**src/rtl/serial_subtractor_if.sv**
```systemverilog
// Operand/result bundle for the bit-serial subtractor.
// start/a/b flow from requester to subtractor; busy/done/diff/borrow flow back.
interface serial_subtractor_if #(
    parameter int WIDTH = 8
);
    logic             start;
    logic [WIDTH-1:0] a;
    logic [WIDTH-1:0] b;
    logic             busy;
    logic             done;
    logic [WIDTH-1:0] diff;
    logic             borrow;

    // Handshake: start is only looked at while idle; the operands are captured on the
    // accepting edge, and done pulses for one cycle once diff/borrow hold the new result.
    modport master (
        output start, a, b,
        input  busy, done, diff, borrow
    );

    modport slave (
        input  start, a, b,
        output busy, done, diff, borrow
    );
endinterface

```
**src/rtl/serial_subtractor.sv**
```systemverilog
// Bit-serial unsigned subtractor: diff = a - b, one bit per clock, LSB first,
// with a registered borrow. One operation takes WIDTH+2 cycles from accept to idle.
module serial_subtractor #(
    parameter int WIDTH = 8
) (
    input  logic                   clk,
    input  logic                   rst_n,
    serial_subtractor_if.slave     bus,
    output logic [1:0]             dbg_state_o
);
    localparam int CNT_W = (WIDTH > 1) ? $clog2(WIDTH) : 1;

    typedef enum logic [1:0] {
        S_IDLE  = 2'd0,
        S_SHIFT = 2'd1,
        S_DONE  = 2'd2
    } state_t;

    state_t             state_q, state_d;
    logic [WIDTH-1:0]   a_sh_q, b_sh_q, res_q, diff_q;
    logic [CNT_W-1:0]   cnt_q;
    logic               br_q, borrow_q;

    logic               a0, b0, d_bit, br_next, last_bit, accept;
    logic [WIDTH-1:0]   res_next;

    assign a0       = a_sh_q[0];
    assign b0       = b_sh_q[0];
    assign d_bit    = a0 ^ b0 ^ br_q;
    assign br_next  = (~a0 & b0) | (~(a0 ^ b0) & br_q);
    assign res_next = {d_bit, res_q[WIDTH-1:1]};
    assign last_bit = (cnt_q == CNT_W'(WIDTH - 1));
    assign accept   = (state_q == S_IDLE) && bus.start;

    always_ff @(posedge clk or negedge rst_n) begin
        if (!rst_n) begin
            state_q <= S_IDLE;
        end else begin
            state_q <= state_d;
        end
    end

    always_comb begin
        state_d = state_q;
        case (state_q)
            S_IDLE:  if (bus.start) state_d = S_SHIFT;
            S_SHIFT: if (last_bit)  state_d = S_DONE;
            S_DONE:  state_d = S_IDLE;
            default: state_d = S_IDLE;
        endcase
    end

    always_comb begin
        bus.busy = (state_q == S_SHIFT);
        bus.done = (state_q == S_DONE);
    end

    // diff/borrow only move on the completing edge so they stay valid through the next op.
    always_ff @(posedge clk or negedge rst_n) begin
        if (!rst_n) begin
            a_sh_q   <= '0;
            b_sh_q   <= '0;
            res_q    <= '0;
            br_q     <= 1'b0;
            cnt_q    <= '0;
            diff_q   <= '0;
            borrow_q <= 1'b0;
        end else if (accept) begin
            a_sh_q <= bus.a;
            b_sh_q <= bus.b;
            br_q   <= 1'b0;
            cnt_q  <= '0;
        end else if (state_q == S_SHIFT) begin
            a_sh_q <= a_sh_q >> 1;
            b_sh_q <= b_sh_q >> 1;
            res_q  <= res_next;
            br_q   <= br_next;
            cnt_q  <= cnt_q + CNT_W'(1);
            if (last_bit) begin
                diff_q   <= res_next;
                borrow_q <= br_next;
            end
        end
    end

    assign bus.diff    = diff_q;
    assign bus.borrow  = borrow_q;
    assign dbg_state_o = state_q;
endmodule

```
**src/flat_wrapper.sv**
```systemverilog
// flat-port wrapper written by rule: the top's interface ports become plain ports
module serial_subtractor_flat 
#(
    parameter int WIDTH = 8
)
  (clk, rst_n, dbg_state_o, bus_start, bus_a, bus_b, bus_busy, bus_done, bus_diff, bus_borrow);
  serial_subtractor_if #(.WIDTH(WIDTH)) bus_i ();
  input  logic clk;
  input  logic rst_n;
  output logic [1:0] dbg_state_o;
  input wire logic [$bits(bus_i.start)-1:0] bus_start;
  input wire logic [$bits(bus_i.a)-1:0] bus_a;
  input wire logic [$bits(bus_i.b)-1:0] bus_b;
  output wire logic [$bits(bus_i.busy)-1:0] bus_busy;
  output wire logic [$bits(bus_i.done)-1:0] bus_done;
  output wire logic [$bits(bus_i.diff)-1:0] bus_diff;
  output wire logic [$bits(bus_i.borrow)-1:0] bus_borrow;
  assign bus_i.start = bus_start;
  assign bus_i.a = bus_a;
  assign bus_i.b = bus_b;
  assign bus_busy = bus_i.busy;
  assign bus_done = bus_i.done;
  assign bus_diff = bus_i.diff;
  assign bus_borrow = bus_i.borrow;
  serial_subtractor #(.WIDTH(WIDTH)) u_core (.clk(clk), .rst_n(rst_n), .bus(bus_i), .dbg_state_o(dbg_state_o));
endmodule
```
**config.mk**
```make
export PLATFORM = sky130hd
export DESIGN_NAME = serial_subtractor_flat
export DESIGN_NICKNAME = d
export VERILOG_FILES = /design/src/rtl/serial_subtractor_if.sv /design/src/rtl/serial_subtractor.sv /design/src/flat_wrapper.sv
export SDC_FILE = /design/constraint.sdc
export NUM_CORES = 1
export LEC_CHECK = 0
export CAP_MARGIN = 10
export CORE_UTILIZATION = 40
export DETAILED_ROUTE_END_ITERATION = 8
export HOLD_SLACK_MARGIN = 0.03
export SLEW_MARGIN = 30
export SYNTH_ARGS = -nofsm -noshare
export SYNTH_HDL_FRONTEND = slang
export SYNTH_SLANG_ARGS = --single-unit
```
**constraint.sdc**
```tcl
create_clock -name clk -period 1.8 [get_ports clk]
set_input_delay 0.45 -clock clk [delete_from_list [all_inputs] [get_ports clk]]
set_output_delay 0.45 -clock clk [all_outputs]
set_load 0.005 [all_outputs]
```
[Word level (Yosys, flattened, before mapping)]
Cells that the tools add are included.
Operators by class
  add/sub/neg operators: 1
  multiply operators: 0
  div/mod/pow operators: 0
  $lt $le $gt $ge: 0
  equal/unequal tests: 5
  shift-type cells: 0
  muxes and demuxes: 11
  bitwise logic cells: 8
  reduce and logical (&&, ||, !) cells: 6
Operators by type and width (count)
  $mux W8: 4
  $mux W3: 2
  $mux W2: 2
  $pmux W2 S2: 1
  $reduce_and A2 Y1: 2
  $add A3 B1 Y3 const B: 1
  $eq A3 B3 Y1 const B: 1
  $not A1 Y1: 3
  $reduce_and A3 Y1: 1
  $and A1 B1 Y1: 2
  $eq A2 B1 Y1 const B: 1
  $eq A2 B2 Y1 const B: 1
  $logic_not A2 Y1: 1
  $mux W1: 2
  $ne A2 B1 Y1 const B: 1
  $ne A2 B2 Y1 const B: 1
  $reduce_bool A2 Y1: 1
  $xor A1 B1 Y1: 2
  $logic_and A1 B1 Y1: 1
  $or A1 B1 Y1: 1
Word-level totals
  register bits after elaboration: 39
  latch bits: 0
  bits in writable memories: 0
  bits in read-only memories: 0
  input bits: 19
  output and inout port bits: 13
  logic and storage cells: 39
  memories: 0

[Logic depth before layout (Yosys ltp)]
Gate-level depths: netlist of run 1.
  word-level depth: 6
  depth in mapped cells: 6
  mapped depth without buffers: 5

[Worst setup path after synthesis of run 1]
Ideal clock, no wire load.
  path type: reg2out
  from: register u_core.state_q[1], in the netlist u_core.dbg_state_o[1]
  to: output bus_done
  arrival time: 979 ps
  data required time: 1350 ps
  setup slack: 371 ps
  stages on the path, launching flop included: 5
  path buffers: 3
  path through: dfrtp_1 > buf_2 > buf_6 > buf_6 > and2b_2
Between the ends
  longest elaborated chain between the ends: 1
Ends and longest elaborated chain
  start: declaration: line serial_subtractor.sv:19  | state_t state_q, state_d;
  start signal: assignment: line serial_subtractor.sv:39  | state_q <= state_d;
  $eq A2 B2 Y1: line serial_subtractor.sv:55  | bus.done = (state_q == S_DONE);
  end: declaration: line flat_wrapper.sv:15  | output wire logic [$bits(bus_i.done)-1:0] bus_done;
Every way passes these cells.

[Final worst setup path of run 1]
  from: register u_core.state_q[1], in the netlist u_core.dbg_state_o[1]
  to: output bus_busy
Between the ends
  longest elaborated chain between the ends: 1
Ends and longest elaborated chain
  $eq A2 B1 Y1: line serial_subtractor.sv:54  | bus.busy = (state_q == S_SHIFT);
  end: declaration: line flat_wrapper.sv:14  | output wire logic [$bits(bus_i.busy)-1:0] bus_busy;
Every way passes these cells.

==> results.toml, run 1 <==
[route]
drcViolationCount = 0
drt_iter0_drc = 73
wl_per_cell_um = 15.3
dr.pass1.iters = 4
vias_per_cell = 5.37
via_count = 1236
final_antenna_net_count = 0
routed_wl_mm = 3.53

[timing]
setup_viol_count_final = 0
fmax_mhz = 574
finalCritPeriodShare_pct = 96.7
min_period_ns = 1.74
skew_ns = 0.00840
rsz0062_at_grt = "false"
tightest_slew_ns = 0.476
finalWorstSetupSlack_ns = 0.0592
hold_viol_final = 0
slew_viol_final = 0
slew_headroom_pct = 68.3

[placement]
placed_area_um2 = 2050
preCtsSetupSlack_ns = -0.0808
portBuffers = 31
dp_hpwl_mm = 2.29
gp_congestion = 0.724
dp_cells = 210

[grt]
grt_usage_pct = 17.5
grt-ovfl-total = 0
grt_max_degree = 39
grt_pass1_vias = 1211
grt_pass1_wl_mm = 5.84
antenna_found_initial = 0

[synth]
synthFlopType = "dfrtp_1"
synth_seq_cells = 38
async_flop_share_pct = 100
syn_area_um2 = 1750
postSynthCellCount = 133
yosysWarnings = 0
synth_edf_count = 0
ys_seq_area_share_pct = 54.4
synth.net_count = 155
syn_area_per_cell_um2 = 13.1
synth_cell_types = 28

[run_status]
outcome = "finished clean"

[critical_path]
required_ns = 1.35
crit_type = "reg -> out"
max_stage_delay_ns = 0.45
arrival_ns = 1.29
critPathMaxFanout = 5
cp_cell_sequence = "buf_4 > nand2b_4 > inv_8 > clkdlybuf4s15_1"
cp_slowest_cell = "dfrtp_2"
start_kind = "flop"
worst_setup_path_end_kind = "output port"

[clock_network]
cts_htree_levels = 2
cts_tree = "done"
clock_latency_ns = 0.28
clock-sinks = 38
cts_buffers = 5
clk_path_buf_depth = 2
cts_root_buf = "clkbuf_8"
path_clk_slew_ns = 0.07
cts-hold-fix-buffers = 0

[min_path]
hold_path_class = "in -> async"

[pwr]
p_total_mw = 3.74
power_density_nw_per_um2 = 1630
p_leak_nw = 1.04
ir_drop_v = 0.000814

[floorplanning]
dieArea_um2 = 4630
die_height_um = 68.1
core_area_um2 = 4090
std_cell_rows = 23
start_util_pct = 42.7
pin_count = 32
die_x_um = 68.1

[finish]
synthToLayoutAreaGrowth_pct = 31.8
drive_above_1_share_pct = 28.3
final_cell_area_um2 = 2300
diodes = 0
fin_cells = 230
post-route-util_pct = 56.3
final_nets = 202

[flow_run]
max_cap_violations = 0
-- cells in the final DEF, fill, tap and decap left out, drive strengths merged, types with 6 or more instances in the layout --
cell type and n:
clkbuf 6, nand2 11, o22a 12, dfrtp 38
a221o 8, buf 17, clkdlybuf4s50 27, o21ai 12
mux2 15, nand2b 10
-- kinds of logic (layout without fill, tap and decap cells) --
group | after synthesis | after routing | share of synthesized area (%)
DFF | 38 | 38 | 54.4
muxes | 15 | 15 | 9.67
AOI/OAI and AO/OA | 38 | 38 | 16.9
adders and majority gates | 3 | 3 | 2.58
and+or+nand+nor | 26 | 26 | 9.53
buffers and inverters | 13 | 60 | 6.88
-- repair_timing --
item / in CTS / in global routing
resized for setup: 9 / 1
gates cloned: 1 / 0
buffers inserted: 4 / 8
endpoints found under the setup margin: 4 / 2
pin swaps: 0 / 0
-- synth_stat cells (2+ instances only) --
library cell / instances / area (um^2)
dfrtp_1: 38 / 951
nand2b_4: 2 / 27.5
a22o_2: 2 / 20.0
mux2_2: 14 / 158
o21ai_0: 11 / 55.1
nor2_2: 2 / 12.5
nand2_1: 11 / 41.3
a221o_1: 7 / 70.1
ha_1: 2 / 25.0
inv_1: 4 / 15.0
nand2b_1: 8 / 50.1
buf_6: 5 / 56.3
o22a_1: 12 / 105
-- sequential cells by signal (all words and copies together), names as in the netlist --
name	cells
u_core.a_sh_q	8
u_core.b_sh_q	8
u_core.bus.diff	8
u_core.res_q	7
u_core.cnt_q	3
u_core.dbg_state_o	2
u_core.br_q	1
u_core.bus.borrow	1
-- worst paths after layout --
| check | end | startpoint | slack [ns] | cells after the start |
|---|---|---|---|---|
| max | bus_busy | u_core.dbg_state_o[1] | 0.06 | 4 |
| min | u_core.b_sh_q[3] | rst_n | 0.20 | 2 |
| max reg2reg | u_core.a_sh_q[5] | u_core.dbg_state_o[0] | 0.18 | 5 |
| min reg2reg | u_core.bus.diff[0] | u_core.res_q[1] | 0.49 | 1 |
| max in group asynchronous | u_core.dbg_state_o[1] | rst_n | 1.23 | 2 |
| min in group clk | u_core.bus.diff[0] | u_core.res_q[1] | 0.49 | 1 |
-- final cells by class --
cell class / instances / area, um^2
well taps: 50 / 62.6
inverters: 5 / 26.3
clock buffers: 6 / 82.6
repair buffers: 48 / 472
fillers: 349 / 1780
multi-input cells: 82 / 676
clock inverters: 1 / 30.0
flip-flops and latches: 38 / 953
-- routing by layer --
metal / routed length, um / track usage, % / vias to the layer above
met5: 0 / 0 / -
met4: 30 / 6.77 / 0
met3: 179 / 4.50 / 4
met2: 1590 / 24.5 / 37
met1: 1730 / 25.5 / 617
li1: - / - / 578
-- report_power, final --
group	switching (mW)	internal [mW]	total, mW
Clock	0.277	0.443	0.721
Combinational	0.572	0.973	1.54
Sequential	0.237	1.24	1.48
Total	1.09	2.66	3.74
-- metrics by stage --
stage | TNS [ns] | hold slack [ns]
3_5_place_dp | -0.426 | 0.476
3_3_place_gp | -0.147 | 0.464
4_1_cts | 0 | 0.224
5_1_grt | 0 | 0.241
6_report | 0 | 0.200
2_1_floorplan | 0 | 0.154
-- worst max-delay path: cells and delay by family, from the launching register on --
family / cells / cell delay [ns]
simple gates: 1 / 0.16
buf+inv: 3 / 0.40
flops: 1 / 0.45
No activity file was read; power rests on OpenSTA's default activity.
==> run 2, diff against run 1 <==
Settings changed: ABC_CLOCK_PERIOD_IN_PS set to 2000, TNS_END_PERCENT set to 100.
Clock period 1.8 ns to 2 ns, I/O delays scaled along.
==> results.toml, run 2 (same netlist as run 1, synthesis figures left out) <==
[run_status]
outcome = "finished clean"

[clock_network]
cts_tree = "done"
path_clk_slew_ns = 0.07
clock_latency_ns = 0.29
cts_htree_levels = 2
clk_path_buf_depth = 2
clock-sinks = 38
cts_root_buf = "clkbuf_8"
cts_buffers = 5

[finish]
mostFrequentLayoutCells = "dfrtp_1, clkdlybuf4s50_1, mux2_2, o22a_1"
diodes = 0
layout_commonest_cell = "dfrtp_1"
fillerInstances = 373
drive_above_1_share_pct = 23.2
synthToLayoutAreaGrowth_pct = 23.0
final_cell_area_um2 = 2150
final_nets = 190

[placement]
placed_area_um2 = 2050
dp_hpwl_mm = 2.42
gp_congestion = 0.698
portBuffers = 31

[critical_path]
critical_path.top_delay_family = "buffers and inverters"
r2r_cells = 4
r2r_setup_slack_ns = 0.50
worstSetupEndpoint = "bus_done"
crit_type = "reg -> out"
cp_slowest_cell = "clkdlybuf4s50_1"
arrival_ns = 1.44
critPathMaxFanout = 4
r2r_end = "u_core.bus.diff[5]"
cp_cell_sequence = "and2b_2 > clkdlybuf4s50_1"
start_kind = "flop"
cp_num_buf_inv = 1
worst_setup_path_end_kind = "output port"
cp.depth = 2
reg2reg_from = "u_core.cnt_q[0]"
crit_start = "u_core.dbg_state_o[0]"
required_ns = 1.50
max_stage_delay_ns = 0.49

[grt]
grt_pass1_wl_mm = 5.64
antenna_found_initial = 0
grt_usage_pct = 17.2
grt_pass1_vias = 1143
grt-ovfl-total = 0
grt_max_degree = 26

[timing]
skew_ns = 0.00358
hold_viol_final = 0
slew_viol_final = 0
fmax_mhz = 516
rsz0062_at_grt = "false"
tightest_slew_ns = 0.462
setup_viol_count_final = 0
finalSetupTns_ns = 0
finalCritPeriodShare_pct = 96.9
slew_headroom_pct = 69.2
min_period_ns = 1.94

[floorplanning]
die_x_um = 68.1
dieArea_um2 = 4630
start_util_pct = 42.7
core_area_um2 = 4090
pin_count = 32
std_cell_rows = 23
die_height_um = 68.1

[route]
final_antenna_net_count = 0
drt_iter0_drc = 57
wl_per_cell_um = 15.5
drcViolationCount = 0
routed_wl_mm = 3.38
dr.pass1.iters = 4
via_count = 1147
vias_per_cell = 5.26

[pwr]
power_density_nw_per_um2 = 1420
ir_drop_v = 0.000569
p_leak_nw = 0.934

[min_path]
hold_path_class = "in -> async"

[flow_run]
max_cap_violations = 0
[run 2: cell types whose count changed in the layout (fill, tap and decap cells not counted)]
cell,change
clkbuf_8,-1
clkinv_2,+2
clkdlybuf4s50_1,+2
clkdlybuf4s15_1,-1
dlymetal6s2s_1,-1
bufbuf_16,-1
buf_4,-11
inv_6,+1
bufinv_16,-1
inv_8,-1
[run 2: per-layer routing]
metal / up-vias / share of wire (%) / track usage, %
met5: - / 0 / 0
met4: 0 / 2.1 / 7.03
met3: 8 / 4.8 / 5.17
met2: 31 / 44 / 23.7
met1: 558 / 49 / 24.8
li1: 550 / - / -
[run 2: layout make-up]
type                       count  area (um^2)  area share, %
clock buffer                   5         68.8           3.20
clock inverter                 2         10.0          0.466
tap                           50         62.6           2.91
inverter                       5         23.8           1.11
timing repair buffer          36          354           16.5
sequential                    38          953           44.4
multi-input combinational     82          676           31.5
[run 2: what timing repair did]
item,in CTS,in global routing
setup buffers,2,0
resized for setup,3,0
hold buffers,0,0
endpoints found under the setup margin,3,0
[run 2: how the worst min path moves through the flow]
stage / startpoint / endpoint / cells after the start / slack, ns
5_1_grt: rst_n / u_core.cnt_q[0] / 1 / 0.18
3_3_place_gp: u_core.res_q[1] / u_core.bus.diff[0] / 1 / 0.46
2_1_floorplan: rst_n / u_core.a_sh_q[0] / 0 / 0.20
4_1_cts: rst_n / u_core.bus.diff[7] / 1 / 0.17
3_5_place_dp: rst_n / u_core.cnt_q[0] / 1 / 0.48
6_report: rst_n / u_core.cnt_q[0] / 1 / 0.16
[run 2: power breakdown]
group	total, mW	switching, mW	internal (mW)
Combinational	1.22	0.468	0.751
Clock	0.490	0.257	0.234
Sequential	1.34	0.225	1.12
Total	3.05	0.951	2.10
[run 2: metrics by stage]
step	utilization [%]	instances	hold slack (ns)	setup slack [ns]	total power [mW]
detailed placement	50.2	209	0.482	0.0870	2.57
finish	52.6	218	0.157	0.0614	3.05
global placement	50.2	209	0.463	0.140	2.51
floorplan	-	133	0.204	0.521	2.20
CTS	52.6	218	0.169	0.0519	3.08
global route	52.6	218	0.182	0.00882	3.27
==> run 3, diff against run 2 <==
Settings changed: CELL_PAD_IN_SITES_DETAIL_PLACEMENT set to 0, CELL_PAD_IN_SITES_GLOBAL_PLACEMENT set to 1, PLACE_DENSITY_LB_ADDON set to 0.1.
==> results.toml, run 3 (same netlist as run 1, synthesis figures left out) <==
[floorplanning]
die_height_um = 68.1
start_util_pct = 42.7
pin_count = 32
dieArea_um2 = 4630
core_area_um2 = 4090
die_x_um = 68.1
std_cell_rows = 23

[finish]
layout_commonest_cell = "dfrtp_1"
final_cell_area_um2 = 2190
final_nets = 192
drive_above_1_share_pct = 22.9
seq_area_um2 = 951
diodes = 0
multi_input_area_um2 = 676
synthToLayoutAreaGrowth_pct = 25.3
fillerInstances = 358
mostFrequentLayoutCells = "dfrtp_1, clkdlybuf4s50_1, mux2_2, o22a_1"

[timing]
min_period_ns = 1.94
slew_headroom_pct = 68.2
tightest_slew_ns = 0.476
setup_viol_count_final = 0
finalCritPeriodShare_pct = 97.2
finalSetupTns_ns = 0
slew_viol_final = 0
rsz0062_at_grt = "true"
fmax_mhz = 514
timing.hold.ws_ns = 0.249
skew_ns = 0.00338
hold_viol_final = 0

[pwr]
p_total_mw = 3.26
power_frac_comb_pct = 39.1
p_sw_mw = 0.958
p_clk_share_pct = 20.1
power.internal_mw = 2.30
ir_drop_v = 0.000635
power_density_nw_per_um2 = 1490
swShare_pct = 29.4
p_leak_nw = 0.962
power_frac_seq_pct = 40.8

[placement]
gp_congestion = 0.711
placed_area_um2 = 2050
portBuffers = 31
dp_hpwl_mm = 2.33

[route]
drt_iter0_drc = 41
routed_wl_mm = 3.33
vias_per_cell = 5.36
via_count = 1180
wl_per_cell_um = 15.1
final_antenna_net_count = 0
dr.pass1.iters = 4
drcViolationCount = 0

[critical_path]
critical_path.top_delay_family = "buffers and inverters"
max_stage_delay_ns = 0.49
cp_slowest_cell = "clkdlybuf4s50_1"
start_kind = "flop"
arrival_ns = 1.44
r2r_setup_slack_ns = 0.50
cp_num_buf_inv = 2
cp_cell_sequence = "nand2b_4 > inv_8 > clkdlybuf4s50_1"
crit_type = "reg -> out"
required_ns = 1.50
critPathMaxFanout = 9
worst_setup_path_end_kind = "output port"

[run_status]
outcome = "finished clean"

[grt]
grt_max_degree = 39
grt_pass1_vias = 1142
grt_usage_pct = 16.4
grt_pass1_wl_mm = 5.40
grt-ovfl-total = 0
antenna_found_initial = 0

[clock_network]
clk_path_buf_depth = 2
clock_latency_ns = 0.29
cts_buffers = 5
cts-hold-fix-buffers = 0
path_clk_slew_ns = 0.07
clock-sinks = 38
cts_tree = "done"
cts_htree_levels = 2
cts_root_buf = "clkbuf_8"

[min_path]
hold_path_class = "in -> async"

[flow_run]
max_cap_violations = 0
[run 3: timing repair]
item | in CTS | in global routing
setup endpoints to repair | 2 | 2
buffers inserted | 0 | 3
resized for setup | 2 | 1
[run 3: path summary, 6_finish.rpt]
kind                                  startpoint                 end  cells past startpoint
max                        u_core.dbg_state_o[1]            bus_busy                      3
min                                        rst_n     u_core.cnt_q[2]                      2
max reg2reg                      u_core.cnt_q[0]  u_core.bus.diff[6]                      4
min reg2reg                    u_core.bus.borrow   u_core.bus.borrow                      2
max in group asynchronous                  rst_n  u_core.bus.diff[5]                      2
min in group clk               u_core.bus.borrow   u_core.bus.borrow                      2
[run 3: power by group through the flow]
stage	combinational (mW)	clock [mW]	sequential, mW
2_1_floorplan	0.909	0	1.29
3_3_place_gp	1.20	0	1.33
3_5_place_dp	1.24	0	1.35
4_1_cts	1.25	0.673	1.33
5_1_grt	1.42	0.711	1.38
6_report	1.28	0.655	1.33
[run 3: through the flow]
step / instances / setup slack (ns) / utilization (%)
6_report: 220 / 0.0559 / 53.6
3_3_place_gp: 210 / 0.142 / 50.1
2_1_floorplan: 133 / 0.521 / -
3_5_place_dp: 210 / 0.108 / 50.1
4_1_cts: 217 / 0.0150 / 52.9
5_1_grt: 220 / -0.00167 / 53.6
[run 3: cell type report]
type,count,share of cell area (%)
flip-flops and latches,38,43.5
multi-input cells,82,30.9
repair buffers,38,16.5
clock buffers,6,3.77
well taps,50,2.86
clock inverters,1,1.37
inverters,5,1.20
[run 3: layer usage]
layer | routed length (um) | vias to the layer above | track usage [%]
met5 | 0 | - | 0
met4 | 60 | 0 | 8.59
met3 | 187 | 7 | 4.67
met2 | 1480 | 36 | 23.7
met1 | 1600 | 584 | 22.2
li1 | - | 553 | -
[run 3: worst register-to-register path, stage by stage, from the launching register on]
cell and delay, ns:
dfrtp_1 0.40, ha_1 0.21, ha_1 0.23, nand3b_4 0.18, mux2_2 0.36
==> variant 1, RTL diff (flow settings as in run 3) <==
Reset style: synchronous (`rst_n`), changed in 2 clocked blocks.
--- a/src/rtl/serial_subtractor.sv
+++ b/src/rtl/serial_subtractor.sv
@@ -32,7 +32,7 @@
     assign last_bit = (cnt_q == CNT_W'(WIDTH - 1));
     assign accept   = (state_q == S_IDLE) && bus.start;
 
-    always_ff @(posedge clk or negedge rst_n) begin
+    always_ff @(posedge clk) begin
         if (!rst_n) begin
             state_q <= S_IDLE;
         end else begin
@@ -56,7 +56,7 @@
     end
 
     // diff/borrow only move on the completing edge so they stay valid through the next op.
-    always_ff @(posedge clk or negedge rst_n) begin
+    always_ff @(posedge clk) begin
         if (!rst_n) begin
             a_sh_q   <= '0;
             b_sh_q   <= '0;
Behaviour: differs if rst_n is asserted again (counterexample within 4 cycles, from zero or initial values and one cycle with rst_n low); with rst_n held inactive, the same outputs for 10 cycles.
==> variant 1 against run 3 <==
Cell count up 23%; sequential cell count unchanged; area after synthesis down 12%; via count up 17%; design area down 9.5%; worst setup slack better by 0.060 ns; sequential share of layout area down 5.0 points; global-route usage up 1.9 points; maximum frequency up 3.2%; count of clock-buffer cells in the layout down 1; critical endpoint unchanged; wire length down 1.4%; first-iteration DRC count up 37%.
Power is not compared: it rests on default switching activity, and its combinational part moved more than twofold at a synthesized area within 25%.
==> variant 1: results <==
{
  "status": "finished, final reports clean",
  "grt_max_degree": 35,
  "wl_um": 3280,
  "worstMarginPinSlew_ns": 0.391,
  "cts_root_buf": "clkbuf_8",
  "drive_gt1_frac": 0.104,
  "critical-path-max-stage-delay_ns": 0.49,
  "synthTopCellsByArea": "dfxtp_1 49%, a21oi_1 15%, nand2_1 10%",
  "dp_cells": 263,
  "arrival_ns": 1.38,
  "async_flop_share": 0,
  "grt_pass1_wl_um": 5830,
  "dp_hpwl_um": 2170,
  "placed_cell_area_um2": 1900,
  "cts.htree.levels": 2,
  "drt_iter0_drc": 56,
  "ys.flop_type": "dfxtp_1",
  "synth_compound_area_frac": 0.221,
  "syn_inst": 189,
  "num-nets-final": 244,
  "synth_fa_ha_area_frac": 0.0292,
  "finalNonFillerCells": 270,
  "gp_congestion": 0.707,
  "fillers": 378,
  "seq_area_frac_synth": 0.493,
  "grt_antenna_before_repair": 0,
  "synth-xor-area-share": 0.00568,
  "yosys-top-cells-count": "46 x a21oi_1, 41 x nand2_1, 38 x dfxtp_1, 10 x nand3_1",
  "muxShareOfSynthArea": 0,
  "avgViaCountPerCell": 5.10,
  "hold_class": "flip-flop to flip-flop",
  "syn_nets": 211,
  "ys_types": 28,
  "cts_made_buffers": 5,
  "port_buffers": 31,
  "fin_skew_ns": 0.00614,
  "grt_pass1_vias": 1302,
  "grt.total_usage": 0.183
}
## variant 1: what timing repair did
item / 4_1_cts / 5_1_grt
resized for setup: 0 / 1
buffers inserted: 0 / 0
endpoints found under the setup margin: 0 / 2
## variant 1: final timing paths
kind                                      startpoint                        endpoint  slack [ns]  depth (start not counted)
setup / recovery  u_core.dbg_state_o[1]$_SDFFE_PN0P_                        bus_busy        0.12                          3
hold / removal         u_core.b_sh_q[7]$_SDFFE_PN0P_   u_core.b_sh_q[6]$_SDFFE_PN0P_        0.45                          2
setup reg to reg  u_core.dbg_state_o[1]$_SDFFE_PN0P_  u_core.bus.borrow$_SDFFE_PN0P_        0.63                          5
hold reg to reg        u_core.b_sh_q[7]$_SDFFE_PN0P_   u_core.b_sh_q[6]$_SDFFE_PN0P_        0.45                          2
## variant 1: layout make-up
type	instances	area, um^2	share of cell area
Tap cell	48	60.1	0.0303
Timing Repair Buffer	40	378	0.191
Inverter	5	18.8	0.00948
Sequential cell	38	762	0.385
Clock inverter	2	10.0	0.00505
Multi-Input combinational cell	132	683	0.345
Clock buffer	5	68.8	0.0347
## variant 1: routing by layer
| layer | GRT usage | share of wire | wire length [um] |
|---|---|---|---|
| met1 | 0.226 | 0.49 | 1600 |
| met2 | 0.299 | 0.47 | 1530 |
| met3 | 0.0571 | 0.037 | 121 |
| met4 | 0.0667 | 0.0073 | 24 |
| met5 | 0 | 0 | 0 |
## variant 1: metrics by stage
stage                     hold WS, ns  worst slack, ns
after global placement          0.433            0.153
after floorplan                 0.430            0.551
after detailed placement        0.444            0.136
after CTS                       0.454           0.0461
after global routing            0.473           0.0479
final                           0.452            0.116
## variant 1: where the power goes
part           switching (uW)  leakage [uW]  internal (uW)
logic                     105      0.000352           95.9
clock network             249     0.0000438            234
registers                19.3      0.000311            792
==> variant 2, RTL diff (settings of run 3) <==
Without the edit above. `WIDTH` is set to 8 in 3 places; all go to 4.
--- a/src/rtl/serial_subtractor_if.sv
+++ b/src/rtl/serial_subtractor_if.sv
@@ -1,7 +1,7 @@
 // Operand/result bundle for the bit-serial subtractor.
 // start/a/b flow from requester to subtractor; busy/done/diff/borrow flow back.
 interface serial_subtractor_if #(
-    parameter int WIDTH = 8
+    parameter int WIDTH = 4
 );
     logic             start;
     logic [WIDTH-1:0] a;
--- a/src/rtl/serial_subtractor.sv
+++ b/src/rtl/serial_subtractor.sv
@@ -1,7 +1,7 @@
 // Bit-serial unsigned subtractor: diff = a - b, one bit per clock, LSB first,
 // with a registered borrow. One operation takes WIDTH+2 cycles from accept to idle.
 module serial_subtractor #(
-    parameter int WIDTH = 8
+    parameter int WIDTH = 4
 ) (
     input  logic                   clk,
     input  logic                   rst_n,
--- a/src/flat_wrapper.sv
+++ b/src/flat_wrapper.sv
@@ -1,7 +1,7 @@
 // flat-port wrapper written by rule: the top's interface ports become plain ports
 module serial_subtractor_flat 
 #(
-    parameter int WIDTH = 8
+    parameter int WIDTH = 4
 )
   (clk, rst_n, dbg_state_o, bus_start, bus_a, bus_b, bus_busy, bus_done, bus_diff, bus_borrow);
   serial_subtractor_if #(.WIDTH(WIDTH)) bus_i ();
Interface: changed (resized bus_a, bus_b and bus_diff); port bits go from 32 to 20. No check against the original RTL was run, so the function may have changed too.
==> variant 2 against run 3 <==
Wire length down 48%; power down 43%; critical path depth unchanged; design area down 44%; die area down 45%; area after synthesis down 46%; sequential cell count down 17; global-route usage down 0.55 points; sequential share of layout area down 0.39 points; worst setup slack better by 0.058 ns; critical endpoint is now bus_done; highest routed layer unchanged.
==> variant 2: results <==
{
  "cts_made_buffers": 3,
  "fin_skew_ns": 0.00385,
  "use_met3": 0.0182,
  "worstMarginPinSlew_ns": 0.318,
  "post_drt_wl_per_cell_um": 13.6,
  "grt_pass1_vias": 677,
  "dp_hpwl_um": 1220,
  "grt_pass1_wl_um": 3020,
  "gp_congestion": 0.727,
  "async_flop_share": 1.00,
  "grtUsageMet1": 0.213,
  "cts.htree.levels": 1,
  "leakage_uw": 0.000547,
  "clkLatencyLatePin_ns": 0.29,
  "drt_iter0_drc": 8,
  "seq_area_frac_synth": 0.556,
  "yosys-top-cells-count": "21 x dfrtp_1, 11 x inv_1, 9 x mux2_2",
  "ys_types": 23,
  "drive_gt1_frac": 0.210,
  "cts_root_buf": "clkbuf_4",
  "arrival_ns": 1.39,
  "avgViaCountPerCell": 5.01,
  "syn_nets": 88,
  "status": "finished, final reports clean",
  "port_buffers": 19,
  "grt_max_degree": 22,
  "worstPathMaxFanout": 6,
  "hold_class": "flip-flop to flip-flop",
  "grt.total_usage": 0.159,
  "grtUsageMet2": 0.258,
  "vdd_ir_drop_max_uv": 893,
  "synthTopCellsByArea": "dfrtp_1 56%, mux2_2 11%, inv_1 4.4%"
}
[variant 2: cell types whose count changed after synthesis, sizes merged, moves of 4 or more]
cell / change
a221o: -8
nand2b: -10
a211oi: +4
buf: -4
o21ai: -12
nand2: -10
nor3b: +4
o22a: -12
nor4b: +4
inv: +6
mux2: -6
dfrtp: -17
[variant 2: cells by family (layout without fill, tap and decap cells)]
kind of cell               Yosys count  in the layout  synth area share
AOI/OAI and AO/OA                   12             12             0.105
adders and majority gates            2              2            0.0344
buffers and inverters               15             40            0.0742
DFF                                 21             21             0.556
muxes                                9              9             0.107
and+or+nand+nor                     16             16             0.123
[variant 2: worst paths after layout]
check | startpoint | to | slack (ns) | cells past startpoint
max | u_core.dbg_state_o[1]$_DFFE_PN0P_ | bus_done | 0.11 | 3
min | u_core.br_q$_DFFE_PN0P_ | u_core.br_q$_DFFE_PN0P_ | 0.51 | 1
max reg2reg | u_core.dbg_state_o[1]$_DFFE_PN0P_ | u_core.cnt_q[0]$_DFFE_PN0P_ | 0.65 | 4
min reg2reg | u_core.br_q$_DFFE_PN0P_ | u_core.br_q$_DFFE_PN0P_ | 0.51 | 1
max in group asynchronous | rst_n | u_core.dbg_state_o[0]$_DFFE_PN0P_ | 1.23 | 2
min in group asynchronous | rst_n | u_core.b_sh_q[2]$_DFFE_PN0P_ | 0.54 | 2
[variant 2: final cells by class]
class / count / area, um^2
clock buffer: 4 / 26.3
fill: 213 / 986
inverter: 11 / 41.3
multi-input combinational: 39 / 352
sequential: 21 / 528
tap: 28 / 35.0
timing repair buffer: 25 / 244
[variant 2: through the flow]
step	instance area (um^2)	util	hold WS, ns	instances
global placement	1180	0.533	0.483	123
detailed placement	1180	0.533	0.487	123
floorplan	945	-	0.204	75
global route	1230	0.554	0.537	128
CTS	1210	0.545	0.520	127
finish	1230	0.554	0.511	128
[variant 2: report_power, final]
part	switching [uW]	total (uW)	leakage, uW	internal [uW]
logic	371	914	0.000281	543
clock network	116	193	0.0000150	77.5
registers	118	754	0.000252	636
[variant 2: repair_timing]
action	CTS	global route
endpoints found under the hold margin	0	0
endpoints found under the setup margin	2	3
buffers inserted	0	1
hold buffers	0	0
resized for setup	1	3
[variant 2: critical path: stages (launching register included)]
cell and delay, ns:
dfrtp_2 0.43, inv_1 0.07, nor2_1 0.10, clkdlybuf4s50_1 0.50
[variant 2: metal layers]
layer | vias to the layer above | wire length (um)
met2 | 11 | 821
met3 | 2 | 51
met4 | 0 | 8
li1 | 312 | -
met5 | - | 0
met1 | 316 | 857
